===== config.mk =====
export PLATFORM = sky130hd
export DESIGN_NAME = key_event_arbiter
export DESIGN_NICKNAME = d
export VERILOG_FILES = /design/src/rtl/key_evt_pkg.sv /design/src/rtl/key_evt_fifo.sv /design/src/rtl/key_event_arbiter.sv
export SDC_FILE = /design/constraint.sdc
export NUM_CORES = 1
export LEC_CHECK = 0
export CAP_MARGIN = 20
export CORE_ASPECT_RATIO = 1.1
export CORE_MARGIN = 1
export CORE_UTILIZATION = 28
export CTS_CLUSTER_SIZE = 8
export DETAILED_ROUTE_END_ITERATION = 8
export HOLD_SLACK_MARGIN = 0.12
export SETUP_SLACK_MARGIN = 0.4
export SYNTH_ARGS = -nofsm -noshare
export SYNTH_HDL_FRONTEND = slang
export SYNTH_HIERARCHICAL = 1
export SYNTH_SLANG_ARGS = --single-unit

===== constraint.sdc =====
create_clock -name clk -period 6.5 [get_ports clk]
set_input_delay 1.625 -clock clk [delete_from_list [all_inputs] [get_ports clk]]
set_output_delay 1.625 -clock clk [all_outputs]
set_load 0.05 [all_outputs]

===== src/rtl/key_evt_pkg.sv =====
// Shared types and constants for the key event arbiter.
//   evt_t  : one queued event (key index + long/short flag)
//   KEY_W  : key index field width, sized for the largest supported key count (8)
//   DROP_W : width of the saturating lost-event counter
package key_evt_pkg;

  localparam int KEY_W  = 3;
  localparam int DROP_W = 8;

  typedef struct packed {
    logic [KEY_W-1:0] key;
    logic             long_evt;
  } evt_t;

  localparam int EVT_W = $bits(evt_t);

endpackage


===== src/rtl/key_evt_fifo.sv =====
// Show-ahead synchronous FIFO for key events.
//   clk, rst_n : clock, asynchronous active-low reset
//   push, din  : write request and data (ignored when full)
//   pop        : read request (ignored when empty)
//   dout       : head entry, valid whenever empty is low
//   full, empty, level : occupancy status, level in 0..DEPTH
module key_evt_fifo #(
  parameter int DEPTH = 4,
  parameter int W     = 4
) (
  input  logic                     clk,
  input  logic                     rst_n,
  input  logic                     push,
  input  logic [W-1:0]             din,
  input  logic                     pop,
  output logic [W-1:0]             dout,
  output logic                     full,
  output logic                     empty,
  output logic [$clog2(DEPTH):0]   level
);

  localparam int PW = $clog2(DEPTH);
  localparam logic [PW:0]   DEPTH_L = (PW+1)'(DEPTH);
  localparam logic [PW:0]   ONE_L   = (PW+1)'(1);
  localparam logic [PW-1:0] ONE_P   = PW'(1);

  logic [W-1:0]  mem_q [DEPTH];
  logic [PW-1:0] wr_ptr_q, rd_ptr_q;
  logic [PW:0]   level_q;
  logic          do_push, do_pop;

  assign full    = (level_q == DEPTH_L);
  assign empty   = (level_q == '0);
  assign level   = level_q;
  assign dout    = mem_q[rd_ptr_q];
  assign do_push = push && !full;
  assign do_pop  = pop && !empty;

  // NOTE: storage has no reset; the pointers and level define which entries
  // are meaningful, so resetting the array would only cost flops.
  always_ff @(posedge clk) begin
    if (do_push) mem_q[wr_ptr_q] <= din;
  end

  // NOTE: sequential state uses non-blocking assignments so every register
  // samples the pre-edge values regardless of statement order.
  always_ff @(posedge clk or negedge rst_n) begin
    if (!rst_n) begin
      wr_ptr_q <= '0;
      rd_ptr_q <= '0;
      level_q  <= '0;
    end else begin
      // Power-of-two depth lets the pointers wrap by plain overflow.
      if (do_push) wr_ptr_q <= wr_ptr_q + ONE_P;
      if (do_pop)  rd_ptr_q <= rd_ptr_q + ONE_P;
      case ({do_push, do_pop})
        2'b10:   level_q <= level_q + ONE_L;
        2'b01:   level_q <= level_q - ONE_L;
        default: level_q <= level_q;
      endcase
    end
  end

endmodule


===== src/rtl/key_event_arbiter.sv =====
// Collects per-key short/long press pulses into sticky pending flags,
// arbitrates them round-robin into an event FIFO (long before short within
// a key) and counts events lost because their flag was already pending.
//   clk, rst_n            : clock, asynchronous active-low reset
//   key_first, key_long   : per-key one-cycle press pulses
//   evt_valid, evt_ready  : head-of-FIFO handshake
//   evt_key, evt_long     : head event (zero while evt_valid is low)
//   fifo_level            : FIFO occupancy
//   drop_cnt, clr_drop    : saturating lost-event count and its clear
module key_event_arbiter
  import key_evt_pkg::*;
#(
  parameter int N_KEYS     = 4,
  parameter int FIFO_DEPTH = 4
) (
  input  logic                          clk,
  input  logic                          rst_n,
  input  logic [N_KEYS-1:0]             key_first,
  input  logic [N_KEYS-1:0]             key_long,
  output logic                          evt_valid,
  input  logic                          evt_ready,
  output logic [$clog2(N_KEYS)-1:0]     evt_key,
  output logic                          evt_long,
  output logic [$clog2(FIFO_DEPTH):0]   fifo_level,
  output logic [DROP_W-1:0]             drop_cnt,
  input  logic                          clr_drop
);

  localparam int IW = $clog2(N_KEYS);
  localparam logic [IW-1:0] LAST_KEY = IW'(N_KEYS - 1);
  localparam logic [IW-1:0] ONE_K    = IW'(1);

  logic [N_KEYS-1:0] pend_s_q, pend_s_d, pend_l_q, pend_l_d;
  logic [N_KEYS-1:0] gnt_s, gnt_l, drop_s, drop_l;
  logic [IW-1:0]     rr_ptr_q, rr_ptr_d, gnt_idx;
  logic              gnt_vld, fifo_full, fifo_empty;
  logic [4:0]        n_drop;
  logic [DROP_W:0]   drop_sum;
  logic [DROP_W-1:0] drop_cnt_q, drop_cnt_d;
  evt_t              push_evt, head_evt;

  // Round-robin search starting at rr_ptr; no grant while the FIFO is full,
  // even if it pops this cycle.
  // NOTE: every combinational output gets a default first so no path leaves
  // it unassigned, which would otherwise infer a latch.
  always_comb begin : arb
    int cand;
    cand    = 0;
    gnt_vld = 1'b0;
    gnt_idx = '0;
    gnt_s   = '0;
    gnt_l   = '0;
    if (!fifo_full) begin
      for (int i = 0; i < N_KEYS; i++) begin
        cand = (int'(rr_ptr_q) + i) % N_KEYS;
        if (!gnt_vld && (pend_s_q[cand] || pend_l_q[cand])) begin
          gnt_vld = 1'b1;
          gnt_idx = IW'(cand);
        end
      end
    end
    if (gnt_vld) begin
      if (pend_l_q[gnt_idx]) gnt_l[gnt_idx] = 1'b1;
      else                   gnt_s[gnt_idx] = 1'b1;
    end
  end

  assign rr_ptr_d = !gnt_vld               ? rr_ptr_q :
                    (gnt_idx == LAST_KEY)  ? '0       : gnt_idx + ONE_K;

  assign push_evt.key      = KEY_W'(gnt_idx);
  assign push_evt.long_evt = |gnt_l;

  // A pulse on the grant cycle re-arms the flag; a pulse onto a flag that
  // stays set is lost.
  assign pend_s_d = key_first | (pend_s_q & ~gnt_s);
  assign pend_l_d = key_long  | (pend_l_q & ~gnt_l);
  assign drop_s   = key_first & pend_s_q & ~gnt_s;
  assign drop_l   = key_long  & pend_l_q & ~gnt_l;

  always_comb begin
    n_drop = '0;
    for (int i = 0; i < N_KEYS; i++) begin
      n_drop = n_drop + 5'(drop_s[i]) + 5'(drop_l[i]);
    end
    drop_sum = (DROP_W+1)'(drop_cnt_q) + (DROP_W+1)'(n_drop);
    if (clr_drop)              drop_cnt_d = '0;
    else if (drop_sum[DROP_W]) drop_cnt_d = '1;
    else                       drop_cnt_d = drop_sum[DROP_W-1:0];
  end

  always_ff @(posedge clk or negedge rst_n) begin
    if (!rst_n) begin
      pend_s_q   <= '0;
      pend_l_q   <= '0;
      rr_ptr_q   <= '0;
      drop_cnt_q <= '0;
    end else begin
      pend_s_q   <= pend_s_d;
      pend_l_q   <= pend_l_d;
      rr_ptr_q   <= rr_ptr_d;
      drop_cnt_q <= drop_cnt_d;
    end
  end

  key_evt_fifo #(
    .DEPTH (FIFO_DEPTH),
    .W     (EVT_W)
  ) u_fifo (
    .clk   (clk),
    .rst_n (rst_n),
    .push  (gnt_vld),
    .din   (push_evt),
    .pop   (evt_valid && evt_ready),
    .dout  (head_evt),
    .full  (fifo_full),
    .empty (fifo_empty),
    .level (fifo_level)
  );

  // Head fields are masked while empty so reset shows zeros, not stale data.
  assign evt_valid = !fifo_empty;
  assign evt_key   = evt_valid ? IW'(head_evt.key) : '0;
  assign evt_long  = evt_valid && head_evt.long_evt;
  assign drop_cnt  = drop_cnt_q;

endmodule


# == Word-level counts from Yosys, hierarchy flattened ==
# Memories as Yosys holds them, arrays and structs flattened.
# Cells that the tools add are included.
# classes
add_sub_neg,16
magnitude_cmp,6
eq_ne,4
n_mux,50
bitwise,13
n_reduce_logical,23
# ops
cell,count
1-bit 2-to-1 mux,26
4-bit bitwise AND,6
1-bit binary-select mux with 2-bit select,9
4-bit 2-to-1 mux,4
8-bit 2-to-1 mux,2
5-bit by 1-bit adder with 5-bit output,3
2-bit 2-to-1 mux,7
3-bit by 4-bit less-than comparator with 1-bit output (second input constant),3
8-bit by 5-bit adder with 9-bit output,1
2-bit by 1-bit adder with 2-bit output (second input constant),4
1-bit logical AND,8
4-bit NOT,2
4-bit bitwise OR,2
2-bit by 3-bit less-than comparator with 1-bit output (second input constant),2
3-bit case mux with 2 select lines,1
2-bit OR reduction,3
4-bit by 1-bit adder with 5-bit output,1
1-bit zero test,5
2-bit adder (second input constant),2
3-bit by 1-bit adder with 4-bit output,1
2-bit == test (second input constant),2
1-bit logical OR,4
4-bit OR reduction,1
2-bit by 1-bit adder with 3-bit output,1
other kinds (10),12
# totals
ff_bits,25
ramBits,12
inputBits,12
output_inout_bits,15
elab_cells,120
n_memories,1
# mem_list
name,depth,word_bits,rd,rd_ports_with_merged_regs,write_ports,line_no,text
u_fifo.mem_q,4,3,1,0,1,key_evt_fifo.sv:27,logic [W-1:0] mem_q [DEPTH];

# == Logic depth before layout (Yosys ltp) ==
# Gate-level depths: netlist of the first run.
# logic_depth
depth_word,36
ltp_mapped,19
depth_no_buf,19

# == By module ==
# The synthesis of the first run kept the hierarchy.
# modules_own_cells
module,n_inst,cells_per_inst,area_per_inst_um2,seq_area_each_um2
key_event_arbiter,1,162,1438.9,450.4
key_evt_fifo,1,59,1016.0,655.6

# == Worst setup path after synthesis of the first run ==
# No wires, ideal clock.
# synth_path
path_kind,register -> register
from,"register u_fifo.level_q[0], in the netlist u_fifo/level[0]"
to,"register drop_cnt_q[6], in the netlist drop_cnt[6]"
setup_time_ps,86
arrival_ps,5241
required_ps,6414
path_slack_ps,1173
path_stages_with_launch,19
n_path_buf,0
period_less_slack_ps,5327
path_cell_list,dfrtp_1 > nor3b_4 > a31oi_1 > nand2_1 > inv_1 > a32o_2 > a21oi_1 > fa_1 > inv_1 > fa_1 > inv_1 > fa_1 > fa_1 > fa_1 > a21o_1 > a21oi_1 > nor2_1 > and4b_1 > nor3_1
# synth_between
elab_cells_between_ends,28
classes_between,add/sub: 8; order compare: 2; eq/ne: 1; mux: 12; bitwise: 4; reduce/logical: 1
# synth_lines
element,line_no,text
start: declaration,key_evt_fifo.sv:29,logic [PW:0] level_q;
start signal: assignment,key_evt_fifo.sv:57,2'b10: level_q <= level_q + ONE_L;
start signal: assignment,key_evt_fifo.sv:58,2'b01: level_q <= level_q - ONE_L;
start signal: assignment,key_evt_fifo.sv:59,default: level_q <= level_q;
3-bit == test *,key_evt_fifo.sv:32,assign full = (level_q == DEPTH_L);
net fifo_full,key_event_arbiter.sv:36,"logic gnt_vld, fifo_full, fifo_empty;"
1-bit 2-to-1 mux *,key_event_arbiter.sv:53,if (!fifo_full) begin
net gnt_vld,key_event_arbiter.sv:36,
4-bit 2-to-1 mux,key_event_arbiter.sv:62,if (gnt_vld) begin
"4-bit NOT, on equally long branches","key_event_arbiter.sv:78, key_event_arbiter.sv:79",
"4-bit bitwise AND, on equally long branches","key_event_arbiter.sv:78, key_event_arbiter.sv:79",
1-bit by 1-bit adder with 2-bit output,key_event_arbiter.sv:84,n_drop = n_drop + 5'(drop_s[i]) + 5'(drop_l[i]);
2-bit by 1-bit adder with 3-bit output,key_event_arbiter.sv:84,
3-bit by 1-bit adder with 4-bit output,key_event_arbiter.sv:84,
4-bit by 1-bit adder with 5-bit output,key_event_arbiter.sv:84,
5-bit by 1-bit adder with 5-bit output (2 in a row),key_event_arbiter.sv:84,
5-bit by 1-bit adder with 5-bit output *,key_event_arbiter.sv:84,
8-bit by 5-bit adder with 9-bit output *,key_event_arbiter.sv:86,drop_sum = (DROP_W+1)'(drop_cnt_q) + (DROP_W+1)'(n_drop);
8-bit 2-to-1 mux *,key_event_arbiter.sv:88,else if (drop_sum[DROP_W]) drop_cnt_d = '1;
8-bit 2-to-1 mux *,key_event_arbiter.sv:87,if (clr_drop) drop_cnt_d = '0;
net drop_cnt_d[6],key_event_arbiter.sv:39,"logic [DROP_W-1:0] drop_cnt_q, drop_cnt_d;"
end signal: assignment,key_event_arbiter.sv:102,drop_cnt_q <= drop_cnt_d;
end: declaration,key_event_arbiter.sv:39,
# The timed path passes the listed nets; every way through them passes the cells marked *. The select of a mux whose other input is x is not followed.
# A chain may end at the register's enable or synchronous reset.

# == Worst setup path after layout of the first run ==
# layout_path
from,register pend_l_q[3]
to,"register drop_cnt_q[6], in the netlist drop_cnt[6]"
# layout_between
elab_chain_len,35
elab_cells_between_ends,60
classes_between,add/sub: 8; order compare: 2; mux: 34; bitwise: 5; reduce/logical: 11
# layout_rtl
element,line_no,text
start: declaration,key_event_arbiter.sv:33,"logic [N_KEYS-1:0] pend_s_q, pend_s_d, pend_l_q, pend_l_d;"
start signal: assignment,key_event_arbiter.sv:100,pend_l_q <= pend_l_d;
1-bit binary-select mux with 2-bit select,key_event_arbiter.sv:56,if (!gnt_vld && (pend_s_q[cand] || pend_l_q[cand])) begin
1-bit 2-to-1 mux (not written as such),key_event_arbiter.sv:56,
1-bit logical OR,key_event_arbiter.sv:56,
1-bit 2-to-1 mux,key_event_arbiter.sv:56,
1-bit 2-to-1 mux,key_event_arbiter.sv:53,
1-bit zero test,key_event_arbiter.sv:56,
1-bit logical AND,key_event_arbiter.sv:56,
1-bit 2-to-1 mux,key_event_arbiter.sv:56,
[... 19 more ...],-,
3-bit by 1-bit adder with 4-bit output,key_event_arbiter.sv:84,
4-bit by 1-bit adder with 5-bit output,key_event_arbiter.sv:84,
5-bit by 1-bit adder with 5-bit output (2 in a row),key_event_arbiter.sv:84,
5-bit by 1-bit adder with 5-bit output *,key_event_arbiter.sv:84,
8-bit by 5-bit adder with 9-bit output *,key_event_arbiter.sv:86,
8-bit 2-to-1 mux *,key_event_arbiter.sv:88,
8-bit 2-to-1 mux *,key_event_arbiter.sv:87,
net drop_cnt_d[6],key_event_arbiter.sv:39,
# Marked as above.

==> results.yml, run 1 <==
critical_path:
  worst-path-max-fanout: 8
  timing.critical_path.slowest_cell_delay_ns: 0.53
  cell_with_the_biggest_individual_delay_on_the_critical_path: "sky130_fd_sc_hd__fa_1"
  timing.critical_path.cells: "nor4_4 -> a31oi_1 -> o211a_1 -> a211oi_4 -> a32o_2 -> a21oi_1 -> fa_1 -> inv_1 -> fa_1 -> inv_1 -> fa_1 -> fa_1 -> fa_1 -> a21o_1 -> a21oi_1 -> nor2_1 -> and4b_1 -> nor3_1"
  setup.worst_path.end_class: "flip-flop"
  critical_path_required_ns: 6.70
  crit_top_cell: "sky130_fd_sc_hd__fa_1"
  cp.arrival_ns: 5.96
  rr_startpoint: "pend_l_q[3]"
  crit_type: "reg2reg"
  setup.worst_path.start: "pend_l_q[3]"
  startpoint_types: "flip-flop"
drt:
  vias: 1668
  drtAntennaViolNets: 0
  postRouteWirelength_um: 4720
  drt_pass1_iterations: 4
  drt-wirelength-per-cell_um: 13.3
  via_per_inst: 4.70
  drc: 0
  first_iter_violations: 58
cts:
  cts_inserted_buffers: 5
  cts_num_sinks: 37
  cts_setup_buffers: 0
  clock_tree_buffer_depth: 2
  cts_tree: "yes"
  clkLatencyLatePin_ns: 0.29
  cts_root_buf: "sky130_fd_sc_hd__clkbuf_8"
  ctsHtreeMaxLevel: 2
  clk_pin_slew_ns: 0.08
  cts.hold.buffers_added: 0
  cts_repair_resize_count: 0
global_route:
  grt_pass1_vias: 1718
  first_pass_grt_wire_length_um: 8140
  antenna_found_initial: 0
  largest_net_degree_at_the_start_of_global_routing: 26
  gr-usage-all-layers: 0.122
  grt_overflow: 0
worst_hold_path:
  hp-start: "u_fifo/level[2]"
  hold_path_class: "reg2reg"
cells_and_area:
  fin_nets: 279
  final_layout_size_suffix_gt1_frac: 0.121
  layout_area_growth_over_synthesis_pct: 22.4
  layout.cells.non_filler: 355
  antenna-diode-count: 0
placed_design:
  placed_cells_incl_taps: 347
  routability_cong: 0.817
  port_buffers: 26
  post-place-ws_ns: 0.703
  post-dp-hpwl_um: 3670
floorplanning:
  initial_utilization: 0.290
  fp.dieW_um: 88.6
  coreArea_mm2: 0.00796
  rows: 34
  die_area_mm2: 0.00861
  die_y_um: 97.2
  design.portCount: 27
yosys:
  syn-instance-count: 215
  post_syn_nets: 248
  yosys_warnings: 6
  synthesized_cell_area_mm2: 0.00231
  synthesis.area_per_instance_um2: 10.7
flow_run:
  max_cap_violations: 0
timing:
  fin_tns_setup_ns: 0
  final_period_minus_worst_setup_slack_ns: 5.76
  worstMarginPinSlew_ns: 0.547
  setup_violations: 0
  post-route-period-util: 0.886
  setup_repair_after_global_routing_missed_its_margin: "false"
  final-hold-violation-count: 0
  final_max_slew_viol_count: 0
  fmax_ghz: 0.174
  final.setup_skew_ns: 0.00376
  timing.max_slew.rel_slack: 0.633
  finalWorstSetupSlack_ns: 0.740
status:
  outcome: "finished, final reports clean"
## worst paths after layout
check	end	slack, ns	depth (start not counted)
max	drop_cnt[6]	0.74	18
min	u_fifo/level[2]	0.55	1
max reg2reg	drop_cnt[6]	0.74	18
min reg2reg	u_fifo/level[2]	0.55	1
max in group asynchronous	u_fifo/level[2]	4.53	2
min in group asynchronous	drop_cnt[3]	1.71	2
## sequential cells by signal, summed over array words and instances, names as in the netlist
signal,count
u_fifo/mem_q,12
drop_cnt,8
pend_l_q,4
pend_s_q,4
u_fifo/level,3
rr_ptr_q,2
u_fifo/rd_ptr_q,2
u_fifo/wr_ptr_q,2
## worst max-delay path, delay by kind of cell (launching register included)
kind | cells | cell delay, ns
fa+ha+maj | 5 | 2.44
compound gates | 7 | 1.72
simple gates | 4 | 0.92
flops | 1 | 0.47
buf+inv | 2 | 0.12
## layout by cell type (no fill, tap or decap), drive strengths merged, types with 5 or more instances in the layout
cell,count
inv,29
clkdlybuf4s50,26
dfrtp,25
a21oi,15
ha,15
nor2,14
edfxtp,12
nand2,10
o21ai,7
a31oi,6
fa,6
nor2b,6
nor3,5
xor2,5
clkbuf,5
## per-stage QoR
step | cell area (µm²) | hold WS, ns | utilization
global route | 2830 | 0.605 | 0.355
floorplan | 2310 | 0.506 | -
finish | 2830 | 0.548 | 0.355
CTS | 2810 | 0.550 | 0.354
global placement | 2700 | 0.533 | 0.339
detailed placement | 2700 | 0.541 | 0.339
## layout make-up
cell class	count	area, µm²
Timing Repair Buffer	27	268
Multi-Input combinational cell	146	1210
Inverter	29	109
Tap cell	108	135
Fill cell	815	5130
Clock buffer	5	68.8
Clock inverter	3	46.3
Sequential cell	37	986
## layer usage
layer  wire length, µm  track usage
met1              2200        0.160
met2              2350        0.200
met3               152       0.0272
met4                18       0.0372
met5                 0            0
Power of run 1 is left out: the tool's default activity adds up to more than one toggle a clock period on the data nets, which glitch-free logic cannot reach.
==> inputs of run 2 (changes only) <==
Settings changed: GPL_ROUTABILITY_DRIVEN set to 0, PLACE_DENSITY set to 0.5.
==> results.yml, run 2 (synthesized netlist as in run 1, its figures left out) <==
status:
  outcome: "finished, final reports clean"
placed_design:
  post-place-ws_ns: 0.741
  post-dp-hpwl_um: 3600
  port_buffers: 26
global_route:
  largest_net_degree_at_the_start_of_global_routing: 26
  gr-usage-all-layers: 0.120
  grt_overflow: 0
  antenna_found_initial: 0
  grt_pass1_vias: 1672
  first_pass_grt_wire_length_um: 8000
cells_and_area:
  register_with_the_highest_flop_count: "u_fifo/mem_q"
  layout.cells.most_common: "sky130_fd_sc_hd__inv_1"
  largest_register_ffs: 12
  mostFrequentLayoutCells: "sky130_fd_sc_hd__inv_1 (28), sky130_fd_sc_hd__clkdlybuf4s50_1 (26), sky130_fd_sc_hd__dfrtp_1 (25)"
  antenna-diode-count: 0
  final_layout_size_suffix_gt1_frac: 0.130
  layout_area_growth_over_synthesis_pct: 23.7
  fin_nets: 279
timing:
  finalWorstSetupSlack_ns: 0.818
  final.setup_skew_ns: 0.00668
  final-hold-violation-count: 0
  worstMarginPinSlew_ns: 0.561
  fmax_ghz: 0.176
  setup_repair_after_global_routing_missed_its_margin: "false"
  fin_tns_setup_ns: 0
  final_max_slew_viol_count: 0
  timing.max_slew.rel_slack: 0.623
  setup_violations: 0
  final_period_minus_worst_setup_slack_ns: 5.68
  post-route-period-util: 0.874
cts:
  clk_pin_slew_ns: 0.08
  ctsHtreeMaxLevel: 2
  cts_tree: "yes"
  clkLatencyLatePin_ns: 0.29
  cts_repair_resize_count: 0
  cts_setup_buffers: 0
  cts.hold.buffers_added: 0
  cts_num_sinks: 37
  cts_root_buf: "sky130_fd_sc_hd__clkbuf_8"
  clock_tree_buffer_depth: 2
  cts_inserted_buffers: 5
critical_path:
  worst-path-max-fanout: 8
  crit_type: "reg2reg"
  timing.critical_path.slowest_cell_delay_ns: 0.53
  startpoint_types: "flip-flop"
  timing.critical_path.cells: "nor4_4 -> a31oi_1 -> o211a_1 -> a211oi_4 -> a32o_2 -> a21oi_1 -> fa_1 -> inv_1 -> fa_1 -> inv_1 -> fa_1 -> fa_1 -> fa_1 -> a21o_1 -> a21oi_1 -> nor2_1 -> and4b_1 -> nor3_1"
  critical_path_required_ns: 6.72
  cp.arrival_ns: 5.90
  crit_top_cell: "sky130_fd_sc_hd__fa_1"
  path_delay_family: "adder cells"
  cell_with_the_biggest_individual_delay_on_the_critical_path: "sky130_fd_sc_hd__fa_1"
  setup.worst_path.end_class: "flip-flop"
  crit_buf_inv: 2
floorplanning:
  die_y_um: 97.2
  design.portCount: 27
  rows: 34
  die_area_mm2: 0.00861
  fp.dieW_um: 88.6
  initial_utilization: 0.290
  coreArea_mm2: 0.00796
worst_hold_path:
  hold_path_class: "reg2reg"
drt:
  drc: 0
  postRouteWirelength_um: 4650
  via_per_inst: 4.68
  drtAntennaViolNets: 0
  vias: 1660
  first_iter_violations: 63
  drt-wirelength-per-cell_um: 13.1
  drt_pass1_iterations: 4
flow_run:
  max_cap_violations: 0
-- run 2: per-stage QoR --
stage	utilization	hold WS [ns]	cell area (µm²)	instances
6_report	0.359	0.553	2860	355
5_1_grt	0.359	0.585	2860	355
4_1_cts	0.356	0.556	2840	355
3_5_place_dp	0.339	0.544	2700	347
3_3_place_gp	0.339	0.540	2700	347
2_1_floorplan	-	0.506	2310	215
-- run 2: final timing paths --
check,start,end,slack [ns],cells past startpoint
setup reg to reg,pend_l_q[3],drop_cnt[6],0.82,18
max in group asynchronous,rst_n,u_fifo/wr_ptr_q[1],4.53,2
setup / recovery,pend_l_q[3],drop_cnt[6],0.82,18
min in group asynchronous,rst_n,drop_cnt[1],1.71,2
hold / removal,u_fifo/level[2],u_fifo/level[2],0.55,1
hold reg to reg,u_fifo/level[2],u_fifo/level[2],0.55,1
-- run 2: final cells by class --
cell class | instances | area [µm²]
inverter | 29 | 109
sequential | 37 | 986
fill | 802 | 5100
multi-input combinational | 146 | 1220
clock inverter | 3 | 68.8
clock buffer | 5 | 68.8
tap | 108 | 135
timing repair buffer | 27 | 268
-- run 2: per-layer routing --
metal | routed length, µm | vias to the layer above | track usage
li1 | - | 816 | -
met3 | 176 | 2 | 0.0272
met5 | 0 | - | 0
met2 | 2330 | 30 | 0.201
met4 | 11 | 0 | 0.0298
met1 | 2130 | 812 | 0.155
-- run 2: worst register-to-register path, stage by stage (launching register included) --
cell	delay, ns
sky130_fd_sc_hd__dfrtp_1	0.47
sky130_fd_sc_hd__nor4_4	0.44
sky130_fd_sc_hd__a31oi_1	0.22
sky130_fd_sc_hd__o211a_1	0.28
sky130_fd_sc_hd__a211oi_4	0.32
sky130_fd_sc_hd__a32o_2	0.30
sky130_fd_sc_hd__a21oi_1	0.13
sky130_fd_sc_hd__fa_1	0.52
sky130_fd_sc_hd__inv_1	0.07
sky130_fd_sc_hd__fa_1	0.53
sky130_fd_sc_hd__inv_1	0.05
sky130_fd_sc_hd__fa_1	0.51
sky130_fd_sc_hd__fa_1	0.47
sky130_fd_sc_hd__fa_1	0.42
sky130_fd_sc_hd__a21o_1	0.19
sky130_fd_sc_hd__a21oi_1	0.25
sky130_fd_sc_hd__nor2_1	0.11
sky130_fd_sc_hd__and4b_1	0.19
sky130_fd_sc_hd__nor3_1	0.15
Power of run 2 is left out for the same reason.
